[config.mk]
export PLATFORM = sky130hd
export DESIGN_NAME = axil_initiator_adaptor_flat
export DESIGN_NICKNAME = d
export VERILOG_FILES = /design/src/rtl/axil_initiator_adaptor_if.sv /design/src/rtl/axil_initiator_adaptor.sv /design/src/flat_wrapper.sv
export SDC_FILE = /design/constraint.sdc
export NUM_CORES = 1
export LEC_CHECK = 0
export CORE_MARGIN = 1.5
export CORE_UTILIZATION = 45
export CTS_CLUSTER_SIZE = 25
export DETAILED_ROUTE_END_ITERATION = 12
export PLACE_DENSITY = 0.86
export SKIP_CTS_REPAIR_TIMING = 1
export SYNTH_ARGS = -nofsm -noshare
export SYNTH_HDL_FRONTEND = slang
export SYNTH_SLANG_ARGS = --single-unit
[constraint.sdc]
create_clock -name clk_i -period 2.4 [get_ports clk_i]
set_input_delay 0.48 -clock clk_i [delete_from_list [all_inputs] [get_ports clk_i]]
set_output_delay 0.48 -clock clk_i [all_outputs]
set_load 0.05 [all_outputs]
[src/rtl/axil_initiator_adaptor_if.sv]
// AXI4-Lite channel bundle between a manager (initiator) and a subordinate.
// The master modport is the initiator side; the slave modport is the subordinate side.
interface axil_initiator_adaptor_if #(
  parameter int unsigned addr_width_p = 32,
  parameter int unsigned data_width_p = 32
);
  localparam int unsigned strb_width_lp = data_width_p / 8;

  logic [addr_width_p-1:0]  awaddr;
  logic [2:0]               awprot;
  logic                     awvalid;
  logic                     awready;

  logic [data_width_p-1:0]  wdata;
  logic [strb_width_lp-1:0] wstrb;
  logic                     wvalid;
  logic                     wready;

  logic [1:0]               bresp;
  logic                     bvalid;
  logic                     bready;

  logic [addr_width_p-1:0]  araddr;
  logic [2:0]               arprot;
  logic                     arvalid;
  logic                     arready;

  logic [data_width_p-1:0]  rdata;
  logic [1:0]               rresp;
  logic                     rvalid;
  logic                     rready;

  modport master (
    output awaddr, awprot, awvalid, input  awready,
    output wdata, wstrb, wvalid,    input  wready,
    input  bresp, bvalid,           output bready,
    output araddr, arprot, arvalid, input  arready,
    input  rdata, rresp, rvalid,    output rready
  );

  modport slave (
    input  awaddr, awprot, awvalid, output awready,
    input  wdata, wstrb, wvalid,    output wready,
    output bresp, bvalid,           input  bready,
    input  araddr, arprot, arvalid, output arready,
    output rdata, rresp, rvalid,    input  rready
  );
endinterface

[src/rtl/axil_initiator_adaptor.sv]
// AXI4-Lite initiator: turns one valid/ready request into a single AXI-Lite read or write.
// Optional AXIL_INITIATOR_ERR_CAPTURE_EN adds sticky capture of the first failing address.
module axil_initiator_adaptor #(
  parameter int unsigned axil_data_width_p = 32,
  parameter int unsigned axil_addr_width_p = 32
) (
  input  logic                         clk_i,
  input  logic                         reset_n_i,

  input  logic                         v_i,
  output logic                         ready_and_o,
  input  logic [axil_addr_width_p-1:0] addr_i,
  input  logic                         wr_en_i,
  input  logic [1:0]                   data_size_i,
  input  logic [axil_data_width_p-1:0] wdata_i,

  output logic                         v_o,
  input  logic                         ready_and_i,
  output logic [axil_data_width_p-1:0] rdata_o,
  output logic                         err_o,

  axil_initiator_adaptor_if.master     m_axil
`ifdef AXIL_INITIATOR_ERR_CAPTURE_EN
  ,
  output logic [axil_addr_width_p-1:0] err_addr_o,
  output logic                         err_v_o,
  input  logic                         err_clear_i
`endif
);

  localparam int unsigned dw_lp = axil_data_width_p;
  localparam int unsigned aw_lp = axil_addr_width_p;
  localparam int unsigned sw_lp = axil_data_width_p / 8;

  typedef enum logic [2:0] {
    ST_IDLE,
    ST_WR,
    ST_WB,
    ST_RD,
    ST_RR,
    ST_RESP
  } state_e;

  state_e             state_q, state_d;
  logic [aw_lp-1:0]   addr_q, addr_d;
  logic [1:0]         size_q, size_d;
  logic [dw_lp-1:0]   wdata_q, wdata_d;
  logic [sw_lp-1:0]   wstrb_q, wstrb_d;
  logic               awvalid_q, awvalid_d;
  logic               wvalid_q, wvalid_d;
  logic               arvalid_q, arvalid_d;
  logic               bready_q, bready_d;
  logic               rready_q, rready_d;
  logic               v_q, v_d;
  logic               err_q, err_d;
  logic [dw_lp-1:0]   rdata_q, rdata_d;
  logic               ready_q, ready_d;

  // Replicate the low bytes so the active lanes carry data whatever the offset.
  function automatic logic [dw_lp-1:0] pack_wdata(input logic [dw_lp-1:0] d,
                                                  input logic [1:0] sz);
    case (sz)
      2'd0:    return dw_lp'({4{d[7:0]}});
      2'd1:    return dw_lp'({2{d[15:0]}});
      default: return d;
    endcase
  endfunction

  function automatic logic [sw_lp-1:0] gen_wstrb(input logic [1:0] off,
                                                 input logic [1:0] sz);
    case (sz)
      2'd0:    return sw_lp'(4'b0001) << off;
      2'd1:    return sw_lp'(4'b0011) << {off[1], 1'b0};
      default: return sw_lp'(4'b1111);
    endcase
  endfunction

  function automatic logic is_misaligned(input logic [1:0] off, input logic [1:0] sz);
    case (sz)
      2'd0:    return 1'b0;
      2'd1:    return off[0];
      2'd2:    return (off != 2'b00);
      default: return 1'b1;
    endcase
  endfunction

  // Move the addressed lane down to bit 0 and zero the bytes beyond the access size.
  function automatic logic [dw_lp-1:0] extract_rdata(input logic [dw_lp-1:0] d,
                                                     input logic [1:0] off,
                                                     input logic [1:0] sz);
    logic [dw_lp-1:0] s;
    s = d >> {off, 3'b000};
    case (sz)
      2'd0:    return s & dw_lp'(32'h0000_00FF);
      2'd1:    return s & dw_lp'(32'h0000_FFFF);
      default: return s;
    endcase
  endfunction

  // State and output registers.
  always_ff @(posedge clk_i or negedge reset_n_i) begin
    if (!reset_n_i) begin
      state_q   <= ST_IDLE;
      addr_q    <= '0;
      size_q    <= '0;
      wdata_q   <= '0;
      wstrb_q   <= '0;
      awvalid_q <= 1'b0;
      wvalid_q  <= 1'b0;
      arvalid_q <= 1'b0;
      bready_q  <= 1'b0;
      rready_q  <= 1'b0;
      v_q       <= 1'b0;
      err_q     <= 1'b0;
      rdata_q   <= '0;
      ready_q   <= 1'b0;
    end else begin
      state_q   <= state_d;
      addr_q    <= addr_d;
      size_q    <= size_d;
      wdata_q   <= wdata_d;
      wstrb_q   <= wstrb_d;
      awvalid_q <= awvalid_d;
      wvalid_q  <= wvalid_d;
      arvalid_q <= arvalid_d;
      bready_q  <= bready_d;
      rready_q  <= rready_d;
      v_q       <= v_d;
      err_q     <= err_d;
      rdata_q   <= rdata_d;
      ready_q   <= ready_d;
    end
  end

  // Next-state and next-output logic.
  always_comb begin
    state_d   = state_q;
    addr_d    = addr_q;
    size_d    = size_q;
    wdata_d   = wdata_q;
    wstrb_d   = wstrb_q;
    awvalid_d = awvalid_q;
    wvalid_d  = wvalid_q;
    arvalid_d = arvalid_q;
    bready_d  = bready_q;
    rready_d  = rready_q;
    v_d       = v_q;
    err_d     = err_q;
    rdata_d   = rdata_q;

    case (state_q)
      ST_IDLE: begin
        if (v_i && ready_q) begin
          addr_d  = addr_i;
          size_d  = data_size_i;
          wdata_d = pack_wdata(wdata_i, data_size_i);
          wstrb_d = gen_wstrb(addr_i[1:0], data_size_i);
          rdata_d = '0;
          err_d   = 1'b0;
          if (is_misaligned(addr_i[1:0], data_size_i)) begin
            err_d   = 1'b1;
            v_d     = 1'b1;
            state_d = ST_RESP;
          end else if (wr_en_i) begin
            awvalid_d = 1'b1;
            wvalid_d  = 1'b1;
            state_d   = ST_WR;
          end else begin
            arvalid_d = 1'b1;
            state_d   = ST_RD;
          end
        end
      end

      ST_WR: begin
        if (awvalid_q && m_axil.awready) awvalid_d = 1'b0;
        if (wvalid_q && m_axil.wready)   wvalid_d  = 1'b0;
        if (!awvalid_d && !wvalid_d) begin
          bready_d = 1'b1;
          state_d  = ST_WB;
        end
      end

      ST_WB: begin
        if (bready_q && m_axil.bvalid) begin
          bready_d = 1'b0;
          err_d    = (m_axil.bresp != 2'b00);
          v_d      = 1'b1;
          state_d  = ST_RESP;
        end
      end

      ST_RD: begin
        if (arvalid_q && m_axil.arready) begin
          arvalid_d = 1'b0;
          rready_d  = 1'b1;
          state_d   = ST_RR;
        end
      end

      ST_RR: begin
        if (rready_q && m_axil.rvalid) begin
          rready_d = 1'b0;
          err_d    = (m_axil.rresp != 2'b00);
          rdata_d  = extract_rdata(m_axil.rdata, addr_q[1:0], size_q);
          v_d      = 1'b1;
          state_d  = ST_RESP;
        end
      end

      ST_RESP: begin
        if (ready_and_i) begin
          v_d     = 1'b0;
          state_d = ST_IDLE;
        end
      end

      default: state_d = ST_IDLE;
    endcase

    ready_d = (state_d == ST_IDLE);
  end

  assign ready_and_o    = ready_q;
  assign v_o            = v_q;
  assign rdata_o        = rdata_q;
  assign err_o          = err_q;

  assign m_axil.awaddr  = addr_q;
  assign m_axil.awprot  = 3'b000;
  assign m_axil.awvalid = awvalid_q;
  assign m_axil.wdata   = wdata_q;
  assign m_axil.wstrb   = wstrb_q;
  assign m_axil.wvalid  = wvalid_q;
  assign m_axil.bready  = bready_q;
  assign m_axil.araddr  = addr_q;
  assign m_axil.arprot  = 3'b000;
  assign m_axil.arvalid = arvalid_q;
  assign m_axil.rready  = rready_q;

`ifdef AXIL_INITIATOR_ERR_CAPTURE_EN
  logic             err_v_q;
  logic [aw_lp-1:0] err_addr_q;
  logic             err_done;

  assign err_done = v_q && ready_and_i && err_q;

  // A fresh error beats a simultaneous clear so that no failure goes unrecorded.
  always_ff @(posedge clk_i or negedge reset_n_i) begin
    if (!reset_n_i) begin
      err_v_q    <= 1'b0;
      err_addr_q <= '0;
    end else if (err_done && (!err_v_q || err_clear_i)) begin
      err_v_q    <= 1'b1;
      err_addr_q <= addr_q;
    end else if (err_clear_i) begin
      err_v_q    <= 1'b0;
    end
  end

  assign err_v_o    = err_v_q;
  assign err_addr_o = err_addr_q;
`endif

  // A response before its request channels completed is a subordinate protocol violation.
  always @(posedge clk_i) begin
    if (reset_n_i) begin
      assert (!(m_axil.bvalid && (state_q inside {ST_WR, ST_RD, ST_RR})));
      assert (!(m_axil.rvalid && (state_q inside {ST_RD, ST_WR, ST_WB})));
    end
  end

endmodule

[src/flat_wrapper.sv]
// flat-port wrapper written by rule: the top's interface ports become plain ports
module axil_initiator_adaptor_flat 
#(
  parameter int unsigned axil_data_width_p = 32,
  parameter int unsigned axil_addr_width_p = 32
)
  (clk_i, reset_n_i, v_i, ready_and_o, addr_i, wr_en_i, data_size_i, wdata_i, v_o, ready_and_i, rdata_o, err_o, m_axil_awaddr, m_axil_awprot, m_axil_awvalid, m_axil_awready, m_axil_wdata, m_axil_wstrb, m_axil_wvalid, m_axil_wready, m_axil_bresp, m_axil_bvalid, m_axil_bready, m_axil_araddr, m_axil_arprot, m_axil_arvalid, m_axil_arready, m_axil_rdata, m_axil_rresp, m_axil_rvalid, m_axil_rready);
  axil_initiator_adaptor_if m_axil_i ();
  input  logic clk_i;
  input  logic reset_n_i;
  input  logic v_i;
  output logic ready_and_o;
  input  logic [axil_addr_width_p-1:0] addr_i;
  input  logic wr_en_i;
  input  logic [1:0] data_size_i;
  input  logic [axil_data_width_p-1:0] wdata_i;
  output logic v_o;
  input  logic ready_and_i;
  output logic [axil_data_width_p-1:0] rdata_o;
  output logic err_o;
  output wire logic [$bits(m_axil_i.awaddr)-1:0] m_axil_awaddr;
  output wire logic [$bits(m_axil_i.awprot)-1:0] m_axil_awprot;
  output wire logic [$bits(m_axil_i.awvalid)-1:0] m_axil_awvalid;
  input wire logic [$bits(m_axil_i.awready)-1:0] m_axil_awready;
  output wire logic [$bits(m_axil_i.wdata)-1:0] m_axil_wdata;
  output wire logic [$bits(m_axil_i.wstrb)-1:0] m_axil_wstrb;
  output wire logic [$bits(m_axil_i.wvalid)-1:0] m_axil_wvalid;
  input wire logic [$bits(m_axil_i.wready)-1:0] m_axil_wready;
  input wire logic [$bits(m_axil_i.bresp)-1:0] m_axil_bresp;
  input wire logic [$bits(m_axil_i.bvalid)-1:0] m_axil_bvalid;
  output wire logic [$bits(m_axil_i.bready)-1:0] m_axil_bready;
  output wire logic [$bits(m_axil_i.araddr)-1:0] m_axil_araddr;
  output wire logic [$bits(m_axil_i.arprot)-1:0] m_axil_arprot;
  output wire logic [$bits(m_axil_i.arvalid)-1:0] m_axil_arvalid;
  input wire logic [$bits(m_axil_i.arready)-1:0] m_axil_arready;
  input wire logic [$bits(m_axil_i.rdata)-1:0] m_axil_rdata;
  input wire logic [$bits(m_axil_i.rresp)-1:0] m_axil_rresp;
  input wire logic [$bits(m_axil_i.rvalid)-1:0] m_axil_rvalid;
  output wire logic [$bits(m_axil_i.rready)-1:0] m_axil_rready;
  assign m_axil_awaddr = m_axil_i.awaddr;
  assign m_axil_awprot = m_axil_i.awprot;
  assign m_axil_awvalid = m_axil_i.awvalid;
  assign m_axil_i.awready = m_axil_awready;
  assign m_axil_wdata = m_axil_i.wdata;
  assign m_axil_wstrb = m_axil_i.wstrb;
  assign m_axil_wvalid = m_axil_i.wvalid;
  assign m_axil_i.wready = m_axil_wready;
  assign m_axil_i.bresp = m_axil_bresp;
  assign m_axil_i.bvalid = m_axil_bvalid;
  assign m_axil_bready = m_axil_i.bready;
  assign m_axil_araddr = m_axil_i.araddr;
  assign m_axil_arprot = m_axil_i.arprot;
  assign m_axil_arvalid = m_axil_i.arvalid;
  assign m_axil_i.arready = m_axil_arready;
  assign m_axil_i.rdata = m_axil_rdata;
  assign m_axil_i.rresp = m_axil_rresp;
  assign m_axil_i.rvalid = m_axil_rvalid;
  assign m_axil_rready = m_axil_i.rready;
  axil_initiator_adaptor #(.axil_data_width_p(axil_data_width_p), .axil_addr_width_p(axil_addr_width_p)) u_core (.clk_i(clk_i), .reset_n_i(reset_n_i), .v_i(v_i), .ready_and_o(ready_and_o), .addr_i(addr_i), .wr_en_i(wr_en_i), .data_size_i(data_size_i), .wdata_i(wdata_i), .v_o(v_o), .ready_and_i(ready_and_i), .rdata_o(rdata_o), .err_o(err_o), .m_axil(m_axil_i));
endmodule
== Yosys cells after proc, flatten, opt, wreduce, memory -nomap -nowiden ==
Cells that the tools add are included.
Storage, ports and cells
  flip-flop bits (word level): 113
  input bits: 112
  output and inout bits: 146
  logic and storage cells: 115
Cells by class
  eq/ne operators: 18
  shift-type cells: 3
  multiplexer cells: 49
  reduce and logical (&&, ||, !) cells: 31
Operators with widths (count)
  $pmux 32 s2: 3
  $mux 32: 2
  $shr 32x5->32: 1
  $mux 1: 26
  $mux 3: 7
  $pmux 3 s6: 1
  $reduce_bool 2->1: 8
  $ne 2x1->1 const B: 6
  $pmux 1 s2: 5
  $reduce_and 3->1: 3
  $ne 2x2->1 const B: 4
  $pmux 4 s2: 1
  $reduce_and 4->1: 2
  $logic_and 1x1->1: 7
  $eq 3x2->1 const B: 2
  $eq 3x3->1 const B: 2
  $logic_not 3->1: 2
  $pmux 1 s3: 2
  $reduce_and 6->1: 1
  $reduce_and 5->1: 1
  $eq 2x1->1 const B: 2
  $logic_not 2->1: 2
  $pmux 1 s4: 1
  $reduce_bool 4->1: 1
  other kinds (8): 9

== Longest topological paths before layout ==
  depth after elaboration: 8
  depth in mapped cells: 7
  depth with buffers taken out: 4

== Worst setup path before layout ==
No wires, ideal clock.
  kind: register to register
  start point: reg u_core.addr_q[0] (netlist: u_core.m_axil.araddr[0])
  end point: reg u_core.rdata_q[3] (netlist: u_core.rdata_o[3])
  setup time: 0.065 ns
  arrival: 1.767 ns
  required time: 2.335 ns
  slack: 0.568 ns
  cell stages (with the launch flop): 6
  path buffers: 2
  period minus slack after synthesis: 1.832 ns
  path through: dfrtp_1 buf_4 clkbuf_1 a211oi_1 a2111oi_2 a21o_1
Between the ends
  longest elaborated chain between the ends: 4
RTL lines
  from (decl): line axil_initiator_adaptor.sv:45  | logic [aw_lp-1:0] addr_q, addr_d;
  from (signal assigned): line axil_initiator_adaptor.sv:119  | addr_q <= addr_d;
  $shr 32x5->32: line axil_initiator_adaptor.sv:92  | s = d >> {off, 3'b000};
  $pmux 32 s2: line axil_initiator_adaptor.sv:93  | case (sz)
  $mux 32: line axil_initiator_adaptor.sv:202  | if (rready_q && m_axil.rvalid) begin
  $pmux 32 s2: line axil_initiator_adaptor.sv:151  | case (state_q)
  to (signal assigned): line axil_initiator_adaptor.sv:130  | rdata_q <= rdata_d;
  to (decl): line axil_initiator_adaptor.sv:56  | logic [dw_lp-1:0] rdata_q, rdata_d;
No other way between the ends. The select of a mux whose other input is x is not followed.
A chain may end at the register's enable or synchronous reset.

== Worst setup path in the final report ==
  start point: reg u_core.addr_q[9] (netlist: u_core.m_axil.araddr[9])
  end point: out m_axil_awaddr[9]
RTL lines
  to (decl): line flat_wrapper.sv:21  | output wire logic [$bits(m_axil_i.awaddr)-1:0] m_axil_awaddr;
No word-level cell between the ends.

==> out/metrics.cfg <==
[power]
ir_worst_vdd_mv = 0.880
p_clk_share_pct = 17.9
intPower_uw = 6740
p_seq_share_pct = 24.5
leakage_uw = 0.00393
switching_power_uw = 6620
swShare_pct = 49.6
powerDensity_mw_per_mm2 = 1530
p_comb_share_pct = 57.6

[timing]
hold_violations = 0
rsz0062_at_grt = false
fin_ws_ns = 0.263
fmax_ghz = 0.468
period_needed_ns = 2.14
finalClockSkew_ns = 0.00422
period_share_pct = 89.0
drv_slew = 0
slew_headroom_pct = 58.5
tns_ns = 0
setup_viol = 0
tightest_slew_ns = 0.622
holdWs_ns = 0.0270

[clock_tree]
htree_levels = 4
clk_pin_slew_ns = 0.05
clkLatencyLatePin_ns = 0.41
cts_num_sinks = 113
ctsLongestPathBuffers = 2
numCtsBuffers = 17
clockRootBuffer = clkbuf_16
cts_tree = done

[layout]
diodes = 0
final_area_sq_mm = 0.00871
fin_nets = 919
syn2layout_area_growth_pct = 54.3
drive_gt1_share_pct = 9.02
fin_cells = 988

[floorplan]
die_x_um = 115
io_pins = 258
dieArea_sq_mm = 0.0132
row_count = 40
start_util_pct = 46.6
dieHeight_um = 115
core-area_sq_mm = 0.0121

[setup_path]
cp.depth = 1
slowest_stage = clkdlybuf4s50_1
r2r_slack_ns = 0.49
path_max_fanout = 3
r2r_start = u_core.state_q[2]
end_kind = primary output
path_buf_inv = 1
crit_chain = clkdlybuf4s50_1
r2r_cells = 4
critical_path_class = register to primary output
slowest_delay_ns = 0.84
cp.required_ns = 1.92
rr_endpoint = u_core.rdata_o[30]
crit_arrival_ns = 1.66
crit_family = buffers and inverters
cp-start-kind = register

[global_route]
grt_usage_pct = 26.5
grt_max_degree = 62
grt_pass1_wl_mm = 26.8
antenna_found_initial = 0
grt_pass1_vias = 5276
grt.overflow.total = 0

[routing]
num_vias = 5208
wire_per_inst_um = 17.5
post-route-drc-count = 0
routed_wl_mm = 17.2
first_pass_iters = 5
drtIter0Drc = 390
drtAntennaViolNets = 0
vias_per_cell = 5.27

[placed_design]
dp_hpwl_mm = 13.0
post-place-cells = 956
dp_slack_ns = 0.213
gp_congestion = 0.853
port_buffers = 251
postPlaceCellArea_sq_mm = 0.00815

[synth]
synth_area_sq_mm = 0.00565
ys_ff_latch = 113
syn_avg_cell_area_sq_um = 9.57
yosysMostFrequentCell = nand2_1
synth_area_leaders = dfrtp_1, nand2_1, mux2i_1, buf_4, o21ai_0
synth_common_cells = nand2_1, dfrtp_1, buf_4
syn_inst = 590
synth.distinct_cells = 50
yosysWarnings = 0
synth_edf_count = 0
yosysSeqAreaShare_pct = 50.1
synth_top_area_share_pct = 50.1
synthArstFlopShare_pct = 100
synth_ff_type = dfrtp_1
yosysTopAreaCell = dfrtp_1

[run]
maxCapViolCount = 0

[status]
status = complete, no violations

[hold_path]
hold_path_class = input port to async pin

==> cell usage in the layout (no fill, tap or decap), drive strengths merged, types with 10 or more instances in the layout <==
cell type / count
a21oi: 12
buf: 24
clkbuf: 21
clkdlybuf4s50: 246
dfrtp: 113
mux2i: 40
nand2: 184
nor2: 19
nor2b: 10
o21ai: 30
==> cell type report <==
class,count,area (sq um)
clock buffer,21,450
clock inverter,11,114
fill,891,3400
inverter,6,22.5
multi-input combinational,399,2330
sequential,113,2830
tap,168,210
timing repair buffer,270,2760
==> through the flow <==
step                      utilization (%)  total power [uW]
after CTS                            72.0             13400
after global routing                 72.0             14000
after floorplan                         -              8510
final                                72.0             13400
after global placement               67.3             10800
after detailed placement             67.3             11000
==> kinds of logic after synthesis <==
logic type	share of synthesized area [%]
xor+xnor	0.155
flops	50.1
simple gates	18.0
other cells	0.0664
compound gates	15.3
buf+inv	9.17
mux	7.29
==> flip-flops by register name (all words and copies together), names as in the netlist <==
name                   count
u_core.m_axil.rready       1
u_core.m_axil.wstrb        4
u_core.state_q             3
u_core.m_axil.wvalid       1
u_core.size_q              2
u_core.m_axil.awvalid      1
u_core.v_o                 1
u_core.err_o               1
u_core.m_axil.araddr      32
u_core.rdata_o            32
u_core.m_axil.wdata       32
u_core.m_axil.arvalid      1
u_core.m_axil.bready       1
u_core.ready_and_o         1
==> power by group through the flow <==
stage / combinational (uW) / sequential (uW) / clock, uW
floorplan: 3000 / 5510 / 0
global placement: 7560 / 3240 / 0
detailed placement: 7700 / 3280 / 0
CTS: 7730 / 3270 / 2440
global route: 8070 / 3360 / 2540
finish: 7700 / 3270 / 2390
==> metal layers <==
metal  part of all wire (%)  up-vias  wire length (um)  GRT usage [%]
met5                      0        -                 0              0
met4                    3.0        0               515           13.1
met3                    8.6       49              1490           9.07
met2                     50      278              8670           44.6
met1                     38     2476              6570           30.3
li1                       -     2405                 -              -
==> worst max path at each step <==
stage,start,end,slack [ns]
floorplan,u_core.m_axil.araddr[0],u_core.rdata_o[3],0.57
global placement,v_i,u_core.rdata_o[5],0.25
detailed placement,v_i,u_core.rdata_o[5],0.21
CTS,u_core.m_axil.araddr[9],m_axil_awaddr[9],0.25
global route,u_core.m_axil.arvalid,m_axil_arvalid,0.20
finish,u_core.m_axil.araddr[9],m_axil_awaddr[9],0.26
(Power assumes the default switching activity.)
